==> config.mk <==
export PLATFORM = sky130hd
export DESIGN_NAME = mem_bus_arbiter_flat
export DESIGN_NICKNAME = d
export VERILOG_FILES = /design/src/rtl/mem_arb_pkg.sv /design/src/rtl/mem_bus_arbiter_if.sv /design/src/rtl/mem_arb_pick.sv /design/src/rtl/mem_bus_arbiter.sv /design/src/flat_wrapper.sv
export SDC_FILE = /design/constraint.sdc
export NUM_CORES = 1
export LEC_CHECK = 0
export CORE_AREA = 2 2 134 136
export CTS_CLUSTER_DIAMETER = 80
export DETAILED_ROUTE_END_ITERATION = 12
export DIE_AREA = 0 0 136 138
export MAX_ROUTING_LAYER = met4
export SLEW_MARGIN = 25
export SYNTH_ARGS = -nofsm -noshare
export SYNTH_HDL_FRONTEND = slang
export SYNTH_SLANG_ARGS = --single-unit
==> constraint.sdc <==
create_clock -name clk -period 3.65 [get_ports clk]
set_input_delay 0.73 -clock clk [delete_from_list [all_inputs] [get_ports clk]]
set_output_delay 0.73 -clock clk [all_outputs]
set_load 0.02 [all_outputs]
==> src/rtl/mem_arb_pkg.sv <==
// Shared types for the three-way memory burst arbiter.
// Requester indices double as bit positions in the req/gnt/ack/done vectors.
package mem_arb_pkg;

    typedef enum logic [1:0] {
        IDLE  = 2'd0,
        BURST = 2'd1,
        DONE  = 2'd2
    } state_t;

    typedef logic [1:0] owner_t;

    localparam int     NUM_REQ    = 3;
    localparam owner_t REQ_MMU    = 2'd0;
    localparam owner_t REQ_DC     = 2'd1;
    localparam owner_t REQ_IC     = 2'd2;
    // Encoding 3 is outside the requester range, so its one-hot form is all zeros.
    localparam owner_t OWNER_NONE = 2'd3;

    function automatic logic [NUM_REQ-1:0] owner_onehot(input owner_t o);
        return NUM_REQ'(1) << o;
    endfunction

endpackage

==> src/rtl/mem_bus_arbiter_if.sv <==
// Requester-side and memory-side bus of the burst arbiter.
// master = the arbiter; slave = requesters plus the memory model around it.
interface mem_bus_arbiter_if
    import mem_arb_pkg::*;
#(
    parameter int BURST_LEN = 4,
    parameter int BEAT_W    = (BURST_LEN > 1) ? $clog2(BURST_LEN) : 1
);
    logic [NUM_REQ-1:0]           req;
    logic [NUM_REQ-1:0]           wr;
    logic [NUM_REQ-1:0][31:0]     addr;
    logic [NUM_REQ-1:0][31:0]     wdata;
    logic [NUM_REQ-1:0]           gnt;
    logic [NUM_REQ-1:0]           ack;
    logic [BEAT_W-1:0]            beat;
    logic [31:0]                  rdata;
    logic [NUM_REQ-1:0]           done;

    logic                         mem_HSEL;
    logic                         mem_we;
    logic                         mem_re;
    logic [31:0]                  mem_a;
    logic [31:0]                  mem_wd;
    logic [31:0]                  mem_rd;
    logic                         mem_Valid;

    modport master (
        input  req, wr, addr, wdata, mem_rd, mem_Valid,
        output gnt, ack, beat, rdata, done,
               mem_HSEL, mem_we, mem_re, mem_a, mem_wd
    );

    modport slave (
        output req, wr, addr, wdata, mem_rd, mem_Valid,
        input  gnt, ack, beat, rdata, done,
               mem_HSEL, mem_we, mem_re, mem_a, mem_wd
    );

endinterface

==> src/rtl/mem_arb_pick.sv <==
// Combinational winner selection: MMU has fixed priority, caches alternate.
// Only meaningful when any_req is set; winner defaults to the MMU otherwise.
module mem_arb_pick
    import mem_arb_pkg::*;
(
    input  logic [NUM_REQ-1:0] req,
    input  owner_t             rr_last,
    output owner_t             winner,
    output logic               any_req
);

    always_comb begin
        winner  = REQ_MMU;
        any_req = |req;
        if (req[REQ_MMU]) begin
            winner = REQ_MMU;
        end else if (req[REQ_DC] && req[REQ_IC]) begin
            // On a cache tie the one that did not win last time goes first.
            winner = (rr_last == REQ_DC) ? REQ_IC : REQ_DC;
        end else if (req[REQ_DC]) begin
            winner = REQ_DC;
        end else if (req[REQ_IC]) begin
            winner = REQ_IC;
        end
    end

endmodule

==> src/rtl/mem_bus_arbiter.sv <==
// Locks one of MMU / dcache / icache onto the single-ported memory for a
// fixed-length aligned burst; all memory-side outputs decode registered state.
module mem_bus_arbiter
    import mem_arb_pkg::*;
#(
    parameter int BURST_LEN = 4,
    parameter int BEAT_W    = (BURST_LEN > 1) ? $clog2(BURST_LEN) : 1
)(
    input  logic                clk,
    input  logic                reset,
    mem_bus_arbiter_if.master   bus
);

    localparam int          OFFS_W    = $clog2(BURST_LEN) + 2;
    localparam logic [31:0] BASE_MASK = ~((32'd1 << OFFS_W) - 32'd1);
    localparam logic [BEAT_W-1:0] LAST_BEAT = BEAT_W'(BURST_LEN - 1);

    state_t             state_q, state_d;
    owner_t             owner_q, rr_last_q, winner;
    logic               any_req;
    logic               wr_q;
    logic [31:0]        base_q;
    logic [BEAT_W-1:0]  beat_q;
    logic [NUM_REQ-1:0] own_oh;
    logic               beat_acc;
    logic               last_beat;

    mem_arb_pick u_pick (
        .req     (bus.req),
        .rr_last (rr_last_q),
        .winner  (winner),
        .any_req (any_req)
    );

    assign own_oh    = owner_onehot(owner_q);
    assign beat_acc  = (state_q == BURST) && bus.mem_Valid;
    assign last_beat = (beat_q == LAST_BEAT);

    always_ff @(posedge clk or posedge reset) begin
        if (reset) state_q <= IDLE;
        else       state_q <= state_d;
    end

    always_comb begin
        state_d      = state_q;
        bus.gnt      = '0;
        bus.ack      = '0;
        bus.done     = '0;
        bus.rdata    = '0;
        bus.mem_HSEL = 1'b0;
        bus.mem_we   = 1'b0;
        bus.mem_re   = 1'b0;
        bus.mem_a    = '0;
        bus.mem_wd   = '0;
        case (state_q)
            IDLE: begin
                if (any_req) state_d = BURST;
            end
            BURST: begin
                bus.gnt      = own_oh;
                bus.mem_HSEL = 1'b1;
                bus.mem_we   = wr_q;
                bus.mem_re   = ~wr_q;
                // Base has the offset field cleared, so OR never carries.
                bus.mem_a    = base_q | (32'(beat_q) << 2);
                bus.rdata    = bus.mem_rd;
                bus.ack      = own_oh & {NUM_REQ{bus.mem_Valid}};
                for (int i = 0; i < NUM_REQ; i++) begin
                    if (own_oh[i]) bus.mem_wd = bus.wdata[i];
                end
                if (beat_acc && last_beat) state_d = DONE;
            end
            DONE: begin
                bus.done = own_oh;
                state_d  = IDLE;
            end
            default: state_d = IDLE;
        endcase
    end

    always_ff @(posedge clk or posedge reset) begin
        if (reset) begin
            owner_q   <= OWNER_NONE;
            rr_last_q <= REQ_IC;
            wr_q      <= 1'b0;
            base_q    <= '0;
            beat_q    <= '0;
        end else begin
            case (state_q)
                IDLE: begin
                    if (any_req) begin
                        owner_q <= winner;
                        wr_q    <= bus.wr[winner];
                        base_q  <= bus.addr[winner] & BASE_MASK;
                        beat_q  <= '0;
                        if (winner != REQ_MMU) rr_last_q <= winner;
                    end
                end
                BURST: begin
                    if (beat_acc) beat_q <= last_beat ? '0 : beat_q + BEAT_W'(1);
                end
                DONE: owner_q <= OWNER_NONE;
                default: owner_q <= OWNER_NONE;
            endcase
        end
    end

    assign bus.beat = beat_q;

endmodule

==> src/flat_wrapper.sv <==
// flat-port wrapper written by rule: the top's interface ports become plain ports
module mem_bus_arbiter_flat import mem_arb_pkg::*;
#(
    parameter int BURST_LEN = 4,
    parameter int BEAT_W    = (BURST_LEN > 1) ? $clog2(BURST_LEN) : 1
)
  (clk, reset, bus_req, bus_wr, bus_addr, bus_wdata, bus_mem_rd, bus_mem_Valid, bus_gnt, bus_ack, bus_beat, bus_rdata, bus_done, bus_mem_HSEL, bus_mem_we, bus_mem_re, bus_mem_a, bus_mem_wd);
  mem_bus_arbiter_if #(.BURST_LEN(BURST_LEN), .BEAT_W(BEAT_W)) bus_i ();
  input  logic clk;
  input  logic reset;
  input wire logic [$bits(bus_i.req)-1:0] bus_req;
  input wire logic [$bits(bus_i.wr)-1:0] bus_wr;
  input wire logic [$bits(bus_i.addr)-1:0] bus_addr;
  input wire logic [$bits(bus_i.wdata)-1:0] bus_wdata;
  input wire logic [$bits(bus_i.mem_rd)-1:0] bus_mem_rd;
  input wire logic [$bits(bus_i.mem_Valid)-1:0] bus_mem_Valid;
  output wire logic [$bits(bus_i.gnt)-1:0] bus_gnt;
  output wire logic [$bits(bus_i.ack)-1:0] bus_ack;
  output wire logic [$bits(bus_i.beat)-1:0] bus_beat;
  output wire logic [$bits(bus_i.rdata)-1:0] bus_rdata;
  output wire logic [$bits(bus_i.done)-1:0] bus_done;
  output wire logic [$bits(bus_i.mem_HSEL)-1:0] bus_mem_HSEL;
  output wire logic [$bits(bus_i.mem_we)-1:0] bus_mem_we;
  output wire logic [$bits(bus_i.mem_re)-1:0] bus_mem_re;
  output wire logic [$bits(bus_i.mem_a)-1:0] bus_mem_a;
  output wire logic [$bits(bus_i.mem_wd)-1:0] bus_mem_wd;
  assign bus_i.req = bus_req;
  assign bus_i.wr = bus_wr;
  assign bus_i.addr = bus_addr;
  assign bus_i.wdata = bus_wdata;
  assign bus_i.mem_rd = bus_mem_rd;
  assign bus_i.mem_Valid = bus_mem_Valid;
  assign bus_gnt = bus_i.gnt;
  assign bus_ack = bus_i.ack;
  assign bus_beat = bus_i.beat;
  assign bus_rdata = bus_i.rdata;
  assign bus_done = bus_i.done;
  assign bus_mem_HSEL = bus_i.mem_HSEL;
  assign bus_mem_we = bus_i.mem_we;
  assign bus_mem_re = bus_i.mem_re;
  assign bus_mem_a = bus_i.mem_a;
  assign bus_mem_wd = bus_i.mem_wd;
  mem_bus_arbiter #(.BURST_LEN(BURST_LEN), .BEAT_W(BEAT_W)) u_core (.clk(clk), .reset(reset), .bus(bus_i));
endmodule
==> key figures, run 1 <==
Logic synthesis
  • Synthesized flop and latch total: 37
  • Ys Warns: 0
  • Synth Instances: 513
  • Sequential fraction of the synthesis area: a little over a quarter
  • Top cell type's share of synthesized area: 24.3%
  • Synth cell types: 31
  • Synth async-reset ratio: between 90% and 100%
  • Post-Syn Area: 3500 sq um
  • Yosys top cell by area: dfrtp_1
  • Syn avg cell area: 6.83 sq um
  • Post-synth EDFFs: 0
  • Top FF cell, synth: dfrtp_1
  • Ranking of synthesized cells by area: dfrtp_1 24%, a21oi_1 16%, and2_1 11%

STA
  • PnR worst setup slack: around 0.52 ns
  • Final setup TNS: 0 ns
  • Fin. max-slew vios: 0
  • Relative slew slack: 43.8%
  • Hold_ws: just over 0.5 ns
  • Fin crit share: 85.8%
  • Worst Skew: 0.00525 ns
  • Final Critical Period: 3.13 ns
  • RSZ-0062 raised after global routing: no
  • Worst slew pin tran: 0.843 ns
  • Final setup fails: 0
  • Max Freq: 0.319 GHz
  • Hold Fails Final Rpt: 0

Setup path
  • Crit path launch type: register
  • CP Capture Type: output port
  • CP Data Required Time: between 2 and 3 ns
  • Crit path DAT: 2.40 ns
  • Critical path class: register to output port
  • Crit path max fanout: 13

Clocking
  • CTS buffer count: 5
  • Clk slew on worst S/H paths: 0.06 ns
  • Root buf cell: clkbuf_16
  • Clk sinks: 37
  • Post-CTS Resized: 0
  • Clock Latency Late Sink: 0.28 ns
  • CTS max path bufs: 2
  • Postcts setup bufs: 0
  • # H-tree levels: 2
  • TritonCTS clock tree: built
  • CTS Hold Bufs: 0

Route
  • Via-to-Cell Ratio: 4.52
  • # DRC: 0
  • Total Routed Length: 16800 um
  • WL per Instance: 16.1 um
  • Routed Antenna Nets: 0
  • DRT iter0 DRCs: 234
  • First drt pass iteration count: 4
  • Vias post-DR: about 4700

Global route
  • Total GRT Usage: 17.5%
  • Gr ovfl total: 0
  • Vias in the first global route: 4579
  • Initial antenna violation count: 3
  • Largest net degree at the start of global routing: between 40 and 50
  • Global-route wire length before repair: 25300 um

Layout
  • Most frequent cells in the layout: 328 x clkdlybuf4s50_1, 111 x a21oi_1, 101 x nor2_1
  • Area growth syn-to-layout: 104%
  • Final net count: ~1000
  • Final core utilization: 40.7%
  • Fraction of layout cells with a size suffix above 1: between 4 and 5%
  • Most common cell after layout, fill and taps aside: clkdlybuf4s50_1
  • Final Instance Count excl. Fillers: 1047
  • Finished Cell Area: 7140 sq um
  • Filler Cells Inserted: 1820

Placement
  • Port buffer count: 328
  • GP Congestion: around 0.76
  • Placement Cell Area: roughly 7000 sq um
  • DP Cell Count: 1035
  • Setup WS pre-CTS: 0.652 ns
  • Post-DP HPWL: 12800 um

Pwr
  • Sw Ratio: between 40% and 50%
  • Internal: 2.68 mW
  • Pwr/cell area: around 700 nW/um^2
  • Sequential Power Share: 15.1%
  • Switch Pwr: 2.27 mW
  • Tot Pwr: 4.94 mW
  • Clock network power share: a little under a tenth
  • Combinational fraction of design power: 75.3%
  • Leakage: approximately 2.8 nW
  • VDD IR max: 0.280 mV

Job
  • Max-cap violation count: 0

Floorplanning
  • Die width: 136 um
  • Io pins: 343
  • Initial Util: roughly 20%
  • Row cnt: 49
  • Core box area: 17500 sq um
  • Die H: approximately 140 um
  • DIE AREA: 18800 sq um

Hold path
  • Hold Path Class: register to register

Run status
  • Run status: completed
-- Yosys cell counts (2+ instances only) --
master,number
or3_1,2
mux2i_1,32
dfrtp_1,34
buf_4,4
buf_2,18
buf_6,2
nand2b_1,5
nand3_1,3
nor3_2,2
clkbuf_1,26
nor2b_1,2
nand3b_1,2
inv_2,2
nor3_1,4
and2_1,63
o22ai_1,46
inv_1,25
o21ai_0,3
a21oi_1,111
nand2_1,9
a222oi_1,6
nor2_1,101
dfstp_2,3
-- layer usage --
layer / wire, um / GRT usage [%] / vias up
met5: 0 / - / -
met4: 145 / 4.61 / 0
met3: 1380 / 3.63 / 9
met2: 8420 / 30.2 / 212
met1: 6870 / 20.5 / 2147
li1: - / - / 2365
-- layout make-up --
cell class	instances	area [sq um]	share of cell area (%)
Antenna cell	4	10.0	0.140
Clock buffer	7	153	2.14
Clock inverter	1	5.00	0.0701
Inverter	27	101	1.42
Multi-Input combinational cell	399	2250	31.5
Sequential cell	37	930	13.0
Tap cell	229	287	4.01
Timing Repair Buffer	343	3410	47.7
-- critical path, cell delays in order, from the launching register on --
cell             delay, ns
dfstp_2               0.76
buf_4                 0.27
mux2i_1               0.29
nor2_1                0.07
a21oi_1               0.13
nor2_1                0.05
clkdlybuf4s50_1       0.55
-- worst paths after layout --
check	slack (ns)	end	cells after the start	startpoint
min reg2reg	0.52	u_core.base_q[30]$_DFFE_PP0P_	2	u_core.base_q[30]$_DFFE_PP0P_
min	0.52	u_core.base_q[30]$_DFFE_PP0P_	2	u_core.base_q[30]$_DFFE_PP0P_
max reg2reg	1.43	u_core.base_q[18]$_DFFE_PP0P_	6	u_core.rr_last_q[0]$_DFFE_PP0P_
min in group asynchronous	0.93	u_core.base_q[28]$_DFFE_PP0P_	2	reset
max	0.52	bus_mem_wd[14]	6	u_core.owner_q[1]$_DFFE_PP1P_
max in group asynchronous	2.18	u_core.bus.beat[1]$_DFFE_PP0P_	2	reset
-- registers in the layout, indices dropped and copies added (netlist names) --
name              cells
u_core.base_q        28
u_core.bus.beat       2
u_core.owner_q        2
u_core.rr_last_q      2
u_core.state_q        2
u_core.wr_q           1
-- logic make-up (layout without fill, tap and decap cells) --
logic type,count (synthesis),after routing,synth area share [%]
other,1,6,0.107
AO/OA/AOI/OAI,170,170,27.2
flip-flops,37,37,26.5
multiplexers,32,32,9.14
buffers and inverters,78,378,9.86
adder cells (fa/ha/maj),1,1,0.357
AND/OR/NAND/NOR,194,194,26.8
-- power by group through the flow --
stage               Sequential [mW]  Combinational, mW  Clock, mW
floorplan                     0.704               2.11          0
CTS                           0.750               3.77      0.480
global route                  0.779               4.01      0.499
detailed placement            0.756               3.75          0
global placement              0.749               3.75          0
finish                        0.747               3.73      0.472
(Power assumes the default switching activity.)
==> run 2, diff against run 1 <==
clock period = 3.5 ns   (was 3.65 ns; I/O delays follow)
==> run 2 against run 1 <==
  * Count of clock-buffer cells in the layout rose by 1
  * Combinational power rose by 5.4%
  * Power rose by 4.2%
==> key figures, run 2 (same netlist as run 1, synthesis figures left out) <==
Layout
  • Fraction of layout cells with a size suffix above 1: 4.29% (-0.011 points)
  • Most frequent cells in the layout: 328 x clkdlybuf4s50_1, 111 x a21oi_1, 101 x nor2_1
  • Top reg by flops: u_core.base_q
  • Filler Cells Inserted: 1845 (+1.4%)
  • Max reg flops: 28 (unchanged)
  • Area growth syn-to-layout: 104% (about the same)
  • Final net count: 1049 (+0.19%)
  • Most common cell after layout, fill and taps aside: clkdlybuf4s50_1
  • Area of the multi-input gates: 2250 sq um (unchanged)
  • Sequential cell area: 930 sq um (unchanged)

Floorplanning
  • Row cnt: 49 (unchanged)
  • Die width: 136 um (unchanged)
  • Core box area: 17500 sq um (unchanged)
  • Io pins: 343 (unchanged)
  • Initial Util: 20.0% (unchanged)
  • Die H: 138 um (unchanged)
  • DIE AREA: 18800 sq um (unchanged)

STA
  • Max Freq: 0.320 GHz
  • Final setup TNS: 0 ns (unchanged)
  • RSZ-0062 raised after global routing: no
  • Final setup fails: 0 (unchanged)
  • Hold Fails Final Rpt: 0 (unchanged)
  • Relative slew slack: 41.0% (-2.8 points)
  • Worst slew pin tran: 0.885 ns (+0.0422 ns)
  • Final Critical Period: around 3.1 ns
  • Worst Skew: 0.00864 ns (+0.00338 ns)
  • Fin. max-slew vios: 0 (unchanged)
  • Fin crit share: 89.4%

Setup path
  • R2r setup slk: 1.60 ns (+0.17 ns)
  • Reg-to-Reg End: u_core.base_q[19]$_DFFE_PP0P_
  • Crit path launch type: register
  • Worst r2r src: u_core.rr_last_q[0]$_DFFE_PP0P_
  • Crit path max fanout: 28 (+15)
  • Critical path class: register to output port
  • R2R cell count: 5 (-1)
  • CP Capture Type: output port
  • CP Data Required Time: 2.80 ns (-0.12 ns)
  • Crit path DAT: 2.43 ns (+0.03 ns)

Clocking
  • Postcts setup bufs: 0 (unchanged)
  • # H-tree levels: 2 (unchanged)
  • CTS buffer count: 5 (unchanged)
  • Clk sinks: 37 (unchanged)
  • Clk slew on worst S/H paths: 0.06 ns (about the same)
  • Clock Latency Late Sink: 0.28 ns (about the same)
  • Post-CTS Resized: 0 (unchanged)
  • CTS Hold Bufs: 0 (unchanged)
  • Root buf cell: clkbuf_16
  • TritonCTS clock tree: built
  • CTS max path bufs: 2 (unchanged)

Global route
  • Initial antenna violation count: 1 (-2)
  • Vias in the first global route: 4514 (-1.4%)
  • Global-route wire length before repair: 25600 um (+1.4%)
  • Largest net degree at the start of global routing: 39 (-17%)
  • Gr ovfl total: 0 (unchanged)
  • Total GRT Usage: 17.8% (+0.28 points)

Hold path
  • Hold EP: u_core.base_q[31]$_DFFE_PP0P_
  • Hold Path Stages: 2 (unchanged)
  • Min-Delay Startpoint: u_core.base_q[31]$_DFFE_PP0P_
  • Hold Path Class: register to register

Pwr
  • Tot Pwr: 5.15 mW (+4.2%)
  • Leakage: 2.83 nW (about the same)
  • Pwr/cell area: 722 nW/um^2 (+4.2%)
  • VDD IR max: 0.339 mV (+21%)

Route
  • DRT iter0 DRCs: 241 (+3.0%)
  • # DRC: 0 (unchanged)
  • Met2 routed wirelength: 8600 um (+2.1%)
  • WL per Instance: 16.3 um (+1.7%)
  • Highest routed layer: met4
  • First drt pass iteration count: 5 (+1)
  • Met3 routed WL: 1440 um (+4.5%)
  • Routed Antenna Nets: 0 (unchanged)
  • Vias post-DR: 4713 (-0.42%)
  • Total Routed Length: 17100 um (+1.6%)
  • M1 WL: 6870 um (+0.12%)
  • Via-to-Cell Ratio: 4.51 (-0.33%)

Placement
  • Port buffer count: 328 (unchanged)
  • Post-DP HPWL: 12900 um (+0.83%)
  • GP Congestion: 0.743 (-1.6%)

Run status
  • Run status: completed

Job
  • Max-cap violation count: 0 (unchanged)
## run 2: through the flow
step | util [%] | instance area [sq um] | hold WS (ns) | setup slack (ns) | std cells
final | 40.7 | 7140 | 0.513 | 0.372 | 1046
after floorplan | - | 3510 | 0.487 | 1.27 | 514
after CTS | 40.7 | 7130 | 0.521 | 0.300 | 1045
after global routing | 40.7 | 7140 | 0.539 | 0.191 | 1046
after detailed placement | 39.9 | 6990 | 0.509 | 0.564 | 1037
after global placement | 39.8 | 6990 | 0.495 | 0.493 | 1037
## run 2: routing by layer
layer | global-route usage, % | vias to the layer above
met4 | 3.40 | 0
li1 | - | 2360
met1 | 21.1 | 2136
met3 | 3.63 | 10
met5 | - | -
met2 | 31.0 | 207
## run 2: power breakdown
group	total, mW	switching [mW]	internal (mW)
sequential	0.755	0.115	0.640
combinational	3.93	2.07	1.85
clock	0.468	0.183	0.285
## run 2: how the worst max path moves through the flow
stage,start,to,slack (ns),cells after the start
after floorplan,u_core.state_q[1]$_DFFE_PP0P_,bus_ack[0],1.27,6
after global placement,bus_req[0],u_core.bus.beat[0]$_DFFE_PP0P_,0.49,5
after detailed placement,bus_mem_Valid,bus_ack[0],0.56,4
after CTS,u_core.state_q[1]$_DFFE_PP0P_,bus_ack[0],0.30,6
after global routing,u_core.state_q[1]$_DFFE_PP0P_,bus_ack[0],0.19,6
final,u_core.state_q[1]$_DFFE_PP0P_,bus_ack[0],0.37,6
## run 2: layout make-up
cell class,instances,share of cell area (%)
repair buffers,345,48.0
inverters,27,1.42
multi-input cells,399,31.5
diodes,1,0.0351
clock buffers,8,2.05
flip-flops and latches,37,13.0
well taps,229,4.01
## run 2: worst max-delay path, cell delays in order, from the launching register on
cell             delay [ns]
dfrtp_1                0.35
buf_4                  0.16
nand2b_1               0.16
inv_2                  0.38
nand2_1                0.27
nor3_1                 0.18
clkdlybuf4s50_1        0.64
